[src/rtl/ifm_ctrl_pkg.sv]
// ifm_ctrl_pkg: shared definitions for the IFM tile load sequencer.
//   state_t     - sequencer state encoding
//   burst_bytes - byte span of one fixed-length engine burst
package ifm_ctrl_pkg;

  typedef enum logic [2:0] {
    S_IDLE,
    S_ISSUE,
    S_WAIT,
    S_NEXT,
    S_DONE
  } state_t;

  function automatic int unsigned burst_bytes(input int unsigned len,
                                              input int unsigned data_w);
    return (len * data_w) / 8;
  endfunction

endpackage

[src/rtl/ifm_load_ctrl_if.sv]
// ifm_load_ctrl_if: descriptor handshake from the layer controller plus the
// start/base_addr/done handshake towards the IFM burst-read engine.
//   master : environment side (drives descriptor and rd_done)
//   slave  : sequencer side (ifm_load_ctrl)
interface ifm_load_ctrl_if #(
  parameter int AXI_ADDR_W = 32,
  parameter int CNT_W      = 16
);
  logic                  cfg_valid;
  logic                  cfg_ready;
  logic [AXI_ADDR_W-1:0] cfg_base_addr;
  logic [CNT_W-1:0]      cfg_rows;
  logic [CNT_W-1:0]      cfg_bursts_per_row;
  logic [AXI_ADDR_W-1:0] cfg_row_stride;

  logic                  rd_start;
  logic [AXI_ADDR_W-1:0] rd_base_addr;
  logic                  rd_done;
  logic [CNT_W-1:0]      rd_burst_idx;

  modport master (
    output cfg_valid, cfg_base_addr, cfg_rows, cfg_bursts_per_row, cfg_row_stride,
    output rd_done,
    input  cfg_ready, rd_start, rd_base_addr, rd_burst_idx
  );

  modport slave (
    input  cfg_valid, cfg_base_addr, cfg_rows, cfg_bursts_per_row, cfg_row_stride,
    input  rd_done,
    output cfg_ready, rd_start, rd_base_addr, rd_burst_idx
  );
endinterface

[src/rtl/ifm_addr_gen.sv]
// ifm_addr_gen: address / counter datapath for the IFM tile walk.
//   load           - capture descriptor, point at row 0 burst 0
//   step           - advance to the next burst (row-major)
//   base/rows/bursts_per_row/row_stride - descriptor fields
//   addr           - current burst byte address (registered)
//   burst_idx      - linear burst index within the tile (registered)
//   last           - current burst is the final burst of the tile
module ifm_addr_gen #(
  parameter int                    AXI_ADDR_W  = 32,
  parameter int                    CNT_W       = 16,
  parameter logic [AXI_ADDR_W-1:0] BURST_BYTES = 2048
) (
  input  logic                  clk,
  input  logic                  rst_n,
  input  logic                  load,
  input  logic                  step,
  input  logic [AXI_ADDR_W-1:0] base,
  input  logic [CNT_W-1:0]      rows,
  input  logic [CNT_W-1:0]      bursts_per_row,
  input  logic [AXI_ADDR_W-1:0] row_stride,
  output logic [AXI_ADDR_W-1:0] addr,
  output logic [CNT_W-1:0]      burst_idx,
  output logic                  last
);

  logic [AXI_ADDR_W-1:0] row_base, stride_q;
  logic [CNT_W-1:0]      rows_q, bpr_q, row, burst;
  logic [AXI_ADDR_W-1:0] row_base_nxt;
  logic                  row_end;

  // Next row start; address arithmetic wraps modulo 2^AXI_ADDR_W.
  assign row_base_nxt = row_base + stride_q;
  assign row_end      = (burst == bpr_q - CNT_W'(1));
  assign last         = row_end && (row == rows_q - CNT_W'(1));

  always_ff @(posedge clk or negedge rst_n) begin
    if (!rst_n) begin
      row_base  <= '0;
      stride_q  <= '0;
      rows_q    <= '0;
      bpr_q     <= '0;
      row       <= '0;
      burst     <= '0;
      addr      <= '0;
      burst_idx <= '0;
    end else if (load) begin
      row_base  <= base;
      stride_q  <= row_stride;
      rows_q    <= rows;
      bpr_q     <= bursts_per_row;
      row       <= '0;
      burst     <= '0;
      addr      <= base;
      burst_idx <= '0;
    end else if (step) begin
      burst_idx <= burst_idx + CNT_W'(1);
      if (row_end) begin
        burst    <= '0;
        row      <= row + CNT_W'(1);
        row_base <= row_base_nxt;
        addr     <= row_base_nxt;
      end else begin
        burst <= burst + CNT_W'(1);
        addr  <= addr + BURST_BYTES;
      end
    end
  end

endmodule

[src/rtl/ifm_load_ctrl.sv]
// ifm_load_ctrl: sequences fixed-length bursts on the IFM burst-read engine
// to load one input-feature-map tile described by a single descriptor.
//   clk, rst_n     - clock, asynchronous active-low reset
//   bus (slave)    - descriptor handshake (cfg_*) and engine handshake
//                    (rd_start, rd_base_addr, rd_done, rd_burst_idx)
//   busy           - sequencer not idle
//   tile_done      - one-cycle pulse when the tile has been loaded
//   err_timeout    - sticky watchdog flag
// Optional build macro IFM_LOAD_TIMEOUT_EN: adds a WAIT-state watchdog of
// TIMEOUT_CYC cycles; without it err_timeout is constant 0.
module ifm_load_ctrl
  import ifm_ctrl_pkg::*;
#(
  parameter int AXI_ADDR_W  = 32,
  parameter int AXI_DATA_W  = 128,
  parameter int BURST_LEN   = 128,
  parameter int CNT_W       = 16,
  parameter int TIMEOUT_CYC = 4096
) (
  input  logic             clk,
  input  logic             rst_n,
  ifm_load_ctrl_if.slave   bus,
  output logic             busy,
  output logic             tile_done,
  output logic             err_timeout
);

  localparam logic [AXI_ADDR_W-1:0] BURST_INC =
    AXI_ADDR_W'(burst_bytes(BURST_LEN, AXI_DATA_W));

  // Elaboration-time sanity check on the watchdog limit.
  if (TIMEOUT_CYC < 1) begin : g_bad_timeout
    $error("ifm_load_ctrl: TIMEOUT_CYC must be >= 1");
  end

  state_t state, state_nxt;
  logic   accept, cfg_empty, last, tmo_hit;

  assign accept    = (state == S_IDLE) && bus.cfg_valid;
  assign cfg_empty = (bus.cfg_rows == '0) || (bus.cfg_bursts_per_row == '0);

  ifm_addr_gen #(
    .AXI_ADDR_W (AXI_ADDR_W),
    .CNT_W      (CNT_W),
    .BURST_BYTES(BURST_INC)
  ) u_addr_gen (
    .clk           (clk),
    .rst_n         (rst_n),
    .load          (accept),
    .step          (state == S_NEXT),
    .base          (bus.cfg_base_addr),
    .rows          (bus.cfg_rows),
    .bursts_per_row(bus.cfg_bursts_per_row),
    .row_stride    (bus.cfg_row_stride),
    .addr          (bus.rd_base_addr),
    .burst_idx     (bus.rd_burst_idx),
    .last          (last)
  );

`ifdef IFM_LOAD_TIMEOUT_EN
  localparam int TMO_W = $clog2(TIMEOUT_CYC + 1);
  logic [TMO_W-1:0] tmo_cnt;
  logic             err_q;

  // Fires on the TIMEOUT_CYC-th WAIT cycle; a same-cycle rd_done wins.
  assign tmo_hit = (state == S_WAIT) && !bus.rd_done &&
                   (tmo_cnt == TMO_W'(TIMEOUT_CYC - 1));

  always_ff @(posedge clk or negedge rst_n) begin
    if (!rst_n) begin
      tmo_cnt <= '0;
      err_q   <= 1'b0;
    end else begin
      if (state == S_ISSUE)     tmo_cnt <= '0;
      else if (state == S_WAIT) tmo_cnt <= tmo_cnt + TMO_W'(1);
      if (accept)       err_q <= 1'b0;
      else if (tmo_hit) err_q <= 1'b1;
    end
  end
  assign err_timeout = err_q;
`else
  assign tmo_hit     = 1'b0;
  assign err_timeout = 1'b0;
`endif

  always_ff @(posedge clk or negedge rst_n) begin
    if (!rst_n) state <= S_IDLE;
    else        state <= state_nxt;
  end

  always_comb begin
    state_nxt = state;
    unique case (state)
      S_IDLE:  if (bus.cfg_valid) state_nxt = cfg_empty ? S_DONE : S_ISSUE;
      S_ISSUE: state_nxt = S_WAIT;
      S_WAIT:  begin
        if (bus.rd_done)  state_nxt = S_NEXT;
        else if (tmo_hit) state_nxt = S_DONE;
      end
      // last reflects the burst just completed; counters step on this edge.
      S_NEXT:  state_nxt = last ? S_DONE : S_ISSUE;
      S_DONE:  state_nxt = S_IDLE;
      default: state_nxt = S_IDLE;
    endcase
  end

  // Moore-decoded outputs: no input-to-output combinational path.
  assign bus.cfg_ready = (state == S_IDLE);
  assign bus.rd_start  = (state == S_ISSUE);
  assign busy          = (state != S_IDLE);
  assign tile_done     = (state == S_DONE);

endmodule

[src/flat_wrapper.sv]
// flat-port wrapper written by rule: the top's interface ports become plain ports
module ifm_load_ctrl_flat import ifm_ctrl_pkg::*;
#(
  parameter int AXI_ADDR_W  = 32,
  parameter int AXI_DATA_W  = 128,
  parameter int BURST_LEN   = 128,
  parameter int CNT_W       = 16,
  parameter int TIMEOUT_CYC = 4096
)
  (clk, rst_n, busy, tile_done, err_timeout, bus_cfg_valid, bus_cfg_base_addr, bus_cfg_rows, bus_cfg_bursts_per_row, bus_cfg_row_stride, bus_rd_done, bus_cfg_ready, bus_rd_start, bus_rd_base_addr, bus_rd_burst_idx);
  ifm_load_ctrl_if #(.AXI_ADDR_W(AXI_ADDR_W), .CNT_W(CNT_W)) bus_i ();
  input  logic clk;
  input  logic rst_n;
  output logic busy;
  output logic tile_done;
  output logic err_timeout;
  input wire logic [$bits(bus_i.cfg_valid)-1:0] bus_cfg_valid;
  input wire logic [$bits(bus_i.cfg_base_addr)-1:0] bus_cfg_base_addr;
  input wire logic [$bits(bus_i.cfg_rows)-1:0] bus_cfg_rows;
  input wire logic [$bits(bus_i.cfg_bursts_per_row)-1:0] bus_cfg_bursts_per_row;
  input wire logic [$bits(bus_i.cfg_row_stride)-1:0] bus_cfg_row_stride;
  input wire logic [$bits(bus_i.rd_done)-1:0] bus_rd_done;
  output wire logic [$bits(bus_i.cfg_ready)-1:0] bus_cfg_ready;
  output wire logic [$bits(bus_i.rd_start)-1:0] bus_rd_start;
  output wire logic [$bits(bus_i.rd_base_addr)-1:0] bus_rd_base_addr;
  output wire logic [$bits(bus_i.rd_burst_idx)-1:0] bus_rd_burst_idx;
  assign bus_i.cfg_valid = bus_cfg_valid;
  assign bus_i.cfg_base_addr = bus_cfg_base_addr;
  assign bus_i.cfg_rows = bus_cfg_rows;
  assign bus_i.cfg_bursts_per_row = bus_cfg_bursts_per_row;
  assign bus_i.cfg_row_stride = bus_cfg_row_stride;
  assign bus_i.rd_done = bus_rd_done;
  assign bus_cfg_ready = bus_i.cfg_ready;
  assign bus_rd_start = bus_i.rd_start;
  assign bus_rd_base_addr = bus_i.rd_base_addr;
  assign bus_rd_burst_idx = bus_i.rd_burst_idx;
  ifm_load_ctrl #(.AXI_ADDR_W(AXI_ADDR_W), .AXI_DATA_W(AXI_DATA_W), .BURST_LEN(BURST_LEN), .CNT_W(CNT_W), .TIMEOUT_CYC(TIMEOUT_CYC)) u_core (.clk(clk), .rst_n(rst_n), .bus(bus_i), .busy(busy), .tile_done(tile_done), .err_timeout(err_timeout));
endmodule
[config.mk]
export PLATFORM = sky130hd
export DESIGN_NAME = ifm_load_ctrl_flat
export DESIGN_NICKNAME = d
export VERILOG_FILES = /design/src/rtl/ifm_ctrl_pkg.sv /design/src/rtl/ifm_load_ctrl_if.sv /design/src/rtl/ifm_addr_gen.sv /design/src/rtl/ifm_load_ctrl.sv /design/src/flat_wrapper.sv
export SDC_FILE = /design/constraint.sdc
export NUM_CORES = 1
export LEC_CHECK = 0
export ABC_CLOCK_PERIOD_IN_PS = 4100
export CAP_MARGIN = 20
export CELL_PAD_IN_SITES_DETAIL_PLACEMENT = 0
export CELL_PAD_IN_SITES_GLOBAL_PLACEMENT = 2
export CORE_MARGIN = 3
export CORE_UTILIZATION = 34
export CTS_CLUSTER_DIAMETER = 100
export DETAILED_ROUTE_END_ITERATION = 12
export GPL_ROUTABILITY_DRIVEN = 0
export PLACE_DENSITY_LB_ADDON = 0.25
export SKIP_LAST_GASP = 1
export SYNTH_ARGS = -nofsm -noshare
export SYNTH_HDL_FRONTEND = slang
export SYNTH_SLANG_ARGS = --single-unit
[constraint.sdc]
create_clock -name clk -period 4.1 [get_ports clk]
set_clock_uncertainty 0.05 [all_clocks]
set_input_delay 0.82 -clock clk [delete_from_list [all_inputs] [get_ports clk]]
set_output_delay 0.82 -clock clk [all_outputs]
set_load 0.03 [all_outputs]
Word level (Yosys, flattened, before mapping)
Index checks and enable logic that the tools add are counted.
- bits in registers: 179
- input port bits: 100
- output and inout port bits: 53
- word-level logic and storage cells: 54
- $add $sub $neg: 7
- equality and inequality tests: 8
- mux-type cells: 19
- reductions and logical operators: 11
- operators with widths (operator ; count):
    2-to-1 mux 32 bit ; 6
    2-to-1 mux 16 bit ; 8
    adder 16 x 1 -> 16 bit, second input constant ; 3
    adder 32 x 12 -> 32 bit, second input constant ; 1
    adder 32 bit ; 1
    == test 16 bit ; 2
    logical NOT 16 bit ; 2
    subtractor 16 x 1 -> 16 bit, second input constant ; 2
    2-to-1 mux 3 bit ; 4
    case mux 3 bit (4 select lines) ; 1
    == test 3 x 2 -> 1 bit, second input constant ; 2
    inequality test 2 bit, second input constant ; 2
    AND reduction 2 bit ; 2
    nonzero test 2 bit ; 2
    == test 3 x 1 -> 1 bit, second input constant ; 1
    == test 3 bit, second input constant ; 1
    logical NOT 3 bit ; 1
    nonzero test 3 bit ; 1
    logical AND 1 bit ; 2
    logical OR 1 bit ; 1

Longest topological paths before layout
- depth in word-level cells: 5
- gate-level depth with buffers: 12
- depth with buffers taken out: 10

Cells and area by module
A second synthesis with hierarchy kept.
- cells, all modules: 1182
- area total of the unflattened synthesis: 10981.8 um^2
- by module, submodules not included (module ; instances ; cells each ; area each (um^2) ; sequential area each (um^2)):
    ifm_addr_gen ; 1 ; 1151 ; 10730.3 ; 4404.2
    ifm_load_ctrl ; 1 ; 31 ; 251.5 ; 75.1

Worst setup path before layout
OpenSTA, ideal clock, no wires.
- kind: reg2reg
- from: register u_core.u_addr_gen.bpr_q[3]
- to: register u_core.u_addr_gen.row[4]
- setup time: 0.077 ns
- arrival: 2.997 ns
- data required time: 3.973 ns
- setup slack: 0.976 ns
- cell stages (with the launch flop): 12
- path buffers: 3
- clock period less this slack: 3.124 ns
- cell sequence: dfrtp_1 > buf_6 > or4_4 > nor3b_2 > o2111ai_1 > a22o_1 > or4_1 > buf_2 > or2_1 > buf_6 > or3_1 > a21oi_1
- word-level cells in the longest chain between the ends: 4
- RTL lines (element ; RTL line ; RTL):
    start: declaration ; ifm_addr_gen.sv:27 ; logic [CNT_W-1:0] rows_q, bpr_q, row, burst;
    start signal: assignment ; ifm_addr_gen.sv:50 ; bpr_q <= bursts_per_row;
    subtractor 16 x 1 -> 16 bit ; ifm_addr_gen.sv:33 ; assign row_end = (burst == bpr_q - CNT_W'(1));
    == test 16 bit ; ifm_addr_gen.sv:33 ;
    nonzero test 2 bit (no source line) ; - ;
    AND reduction 2 bit (no source line) ; - ;
    end signal: assignment ; ifm_addr_gen.sv:59 ; row <= row + CNT_W'(1);
    end: declaration ; ifm_addr_gen.sv:27 ;
No other way between the ends.
A chain may end at the register's enable or synchronous reset.

Final worst setup path
- from: register u_core.u_addr_gen.bpr_q[0]
- to: register u_core.u_addr_gen.row[4]
Same word-level chain as after synthesis.

==> results.cfg <==
[critical_path]
r2r_cells = 10
crit_buf_inv = 1
crit_fanout = 8
startpoint = u_core.u_addr_gen.bpr_q[0]
worst_setup_path_end_kind = register
cp_num_cells = 10
rrSetupSlack_ps = 530
cp-endpoint = u_core.u_addr_gen.row[4]
arrival_ps = 3890
crit_chain = inv_1 -> ha_1 -> nor3b_1 -> nand2_1 -> nor4b_2 -> nor2_2 -> or4_1 -> or2_1 -> or3_1 -> a21oi_1
criticalPathCategory = register to register
cp_top_family = simple AND/OR/NAND/NOR gates
start_kind = register
cp.required_ps = 4420
r2r-start = u_core.u_addr_gen.bpr_q[0]
crit_path_max_incr_delay_ps = 670
reg2reg_to = u_core.u_addr_gen.row[4]
crit_slowest_cell = or4_1

[cells_and_area]
fill_cells = 3234
final_common_cell = nand2_1
drive_gt1_share_pct = 5.42
finalNetCount = 1601
regArea_um2 = 4480
diodes = 0
multiInputGateArea_um2 = 6380
layout_common_cells = 272 x nand2_1, 179 x dfrtp_1, 150 x clkdlybuf4s50_1
syn2layout_area_growth_pct = 22.9

[synthesis]
yosys.area_share.simple_pct = 26.6
synth_compound_area_share_pct = 18.4
async_flop_share_pct = 100
synth-edff-count = 0
synthAdderAreaFrac_pct = 4.30
yosysWarnings = 0
synth.net_count = 1474
synthesis.area_um2 = 11200
synth_xor_area_share_pct = 6.59
ys_top_cells_by_area = dfrtp_1 40%, nand2_1 9.1%, ha_1 4.1%
synth_top_area_share_pct = 39.8
netlist_instances = 1336
synth.area.mux_share_pct = 0.534
ys_seq_elements = 179
yosysTopAreaCell = dfrtp_1
synth.distinct_cells = 84
synth_area_per_cell_um2 = 8.41
synth_ff_type = dfrtp_1
synth_top_family_by_area = simple AND/OR/NAND/NOR gates
synth.yosys.seq_area_share_pct = 39.8

[sta]
setup_tns_ps = 0
max_freq_mhz = 280
period_needed_ps = 3570
rsz0062_at_grt = false
drv_slew = 0
worstMarginPinSlew_ps = 870
setup_viol = 0
slew_headroom_pct = 42.0
hold_viol_final = 0
period_share_pct = 87.1

[drt]
highest_layer = met4
routed_wl_um = 35200
drt_pass1_iterations = 4
met3WireLength_um = 1370
avgRoutedWirePerCell_um = 18.4
routed-wl-met2_um = 16400
m1WireLength_um = 17000
remaining_drc_errors = 0
drt_iter0_drc = 509
viasPerCell = 5.34
postRouteAntennaNets = 0
vias = 10206

[die]
io_pins = 153
rows = 65
start_util_pct = 35.1
core_um2 = 32000
die_y_um = 188
die_w_um = 188
die_area_um2 = 35300

[global_routing]
grt_max_degree = 98
grtUsageTotal_pct = 19.9
grt_pass1_vias = 9884
grt_overflow = 0
antenna_found_initial = 0
grt_pass1_wl_um = 55700

[cts]
cts_resized = 0
cts_buffers = 17
cts_tree = done
clk_latency_ps = 450
cts_sinks = 179
cts_setup_buffers = 0
holdBufCountCts = 0
htreeDepth = 4
root_buffer = clkbuf_16
ctsLongestPathBuffers = 2
clk_pin_slew_ps = 70

[pwr]
total_leakage_power_nw = 6.04
ir_drop_uv = 322
powerDensity_nw_per_um2 = 782
power_mw = 10.8

[placement]
numPortBuffers = 151
dp_hpwl_um = 25600

[outcome]
status = finished clean

[flow_run]
drv_cap = 0

[min_path]
min_path_type = input port to asynchronous set/reset pin
[synthesized netlist by cell type (7+ instances only)]
master and instances:
a211oi_1 9, and2_1 7, inv_1 22, o21ai_0 63, a31oi_1 15, nand2b_1 14
nor3b_1 13, nand2_1 273, buf_1 7, xnor2_1 42, a21oi_1 86, ha_1 37
buf_6 7, dfrtp_1 179, nand3_1 43, a21o_1 27, nor3_1 45, nor2_1 101
or3_1 14, o31ai_1 21, nor4_1 25, nand4_1 17, o21a_1 16, o211ai_1 11
or4_1 10, xor2_1 40, clkbuf_1 40, and3_1 32
[where the power goes]
group / internal, mW / switching, mW / total, mW
Combinational: 2.43 / 3.51 / 5.94
Clock: 1.01 / 0.725 / 1.73
Sequential: 2.40 / 0.722 / 3.13
[how the worst min path moves through the flow]
| stage | cells past startpoint | endpoint | from |
|---|---|---|---|
| detailed placement | 2 | u_core.u_addr_gen.stride_q[0] | u_core.u_addr_gen.stride_q[0] |
| global route | 1 | u_core.u_addr_gen.bpr_q[15] | rst_n |
| global placement | 2 | u_core.u_addr_gen.stride_q[2] | u_core.u_addr_gen.stride_q[2] |
| floorplan | 2 | u_core.u_addr_gen.stride_q[0] | u_core.u_addr_gen.stride_q[0] |
| CTS | 2 | u_core.u_addr_gen.stride_q[0] | u_core.u_addr_gen.stride_q[0] |
| finish | 1 | u_core.u_addr_gen.bpr_q[15] | rst_n |
[stage by stage]
step                      utilization [%]  hold slack [ps]  setup WS, ps  area (um2)  std cells
after floorplan                         -              400           976       11200       1336
after global placement               41.2              416           671       13200       1879
after detailed placement             41.2              422           553       13200       1879
after CTS                            43.1              444           521       13800       1911
after global routing                 43.1              470           282       13800       1911
final                                43.1              399           531       13800       1911
[metal layers]
| layer | global-route usage, % | up-vias |
|---|---|---|
| li1 | - | 5037 |
| met1 | 27.7 | 4928 |
| met2 | 32.1 | 215 |
| met3 | 3.70 | 26 |
| met4 | 4.65 | 0 |
| met5 | 0 | - |
[flip-flops by register name, summed over array words and instances, names as in the netlist, 16 cells and up]
name / count
u_core.u_addr_gen.addr: 32
u_core.u_addr_gen.row_base: 32
u_core.u_addr_gen.bpr_q: 16
u_core.u_addr_gen.burst_idx: 16
u_core.u_addr_gen.stride_q: 32
u_core.u_addr_gen.rows_q: 16
u_core.u_addr_gen.burst: 16
u_core.u_addr_gen.row: 16
[layout make-up]
type | count | area share, %
multi-input cells | 1071 | 46.2
flip-flops and latches | 179 | 32.4
repair buffers | 172 | 12.5
well taps | 435 | 3.94
clock buffers | 23 | 3.46
clock inverters | 9 | 0.924
inverters | 22 | 0.598
[worst reg2reg max path, cell delays in order (launching register included)]
cell	delay, ps
dfrtp_1	440
inv_1	100
ha_1	200
nor3b_1	450
nand2_1	160
nor4b_2	400
nor2_2	80
or4_1	670
or2_1	400
or3_1	390
a21oi_1	150
[kinds of logic (layout without fill, tap and decap cells)]
family	count (synthesis)	count (layout)
flip-flops	179	179
adder cells (fa/ha/maj)	38	38
other	1	1
multiplexers	6	6
XOR/XNOR	83	83
buffers and inverters	86	226
AO/OA/AOI/OAI	317	317
AND/OR/NAND/NOR	626	626
Note: power is estimated with default switching activity, not from simulation.
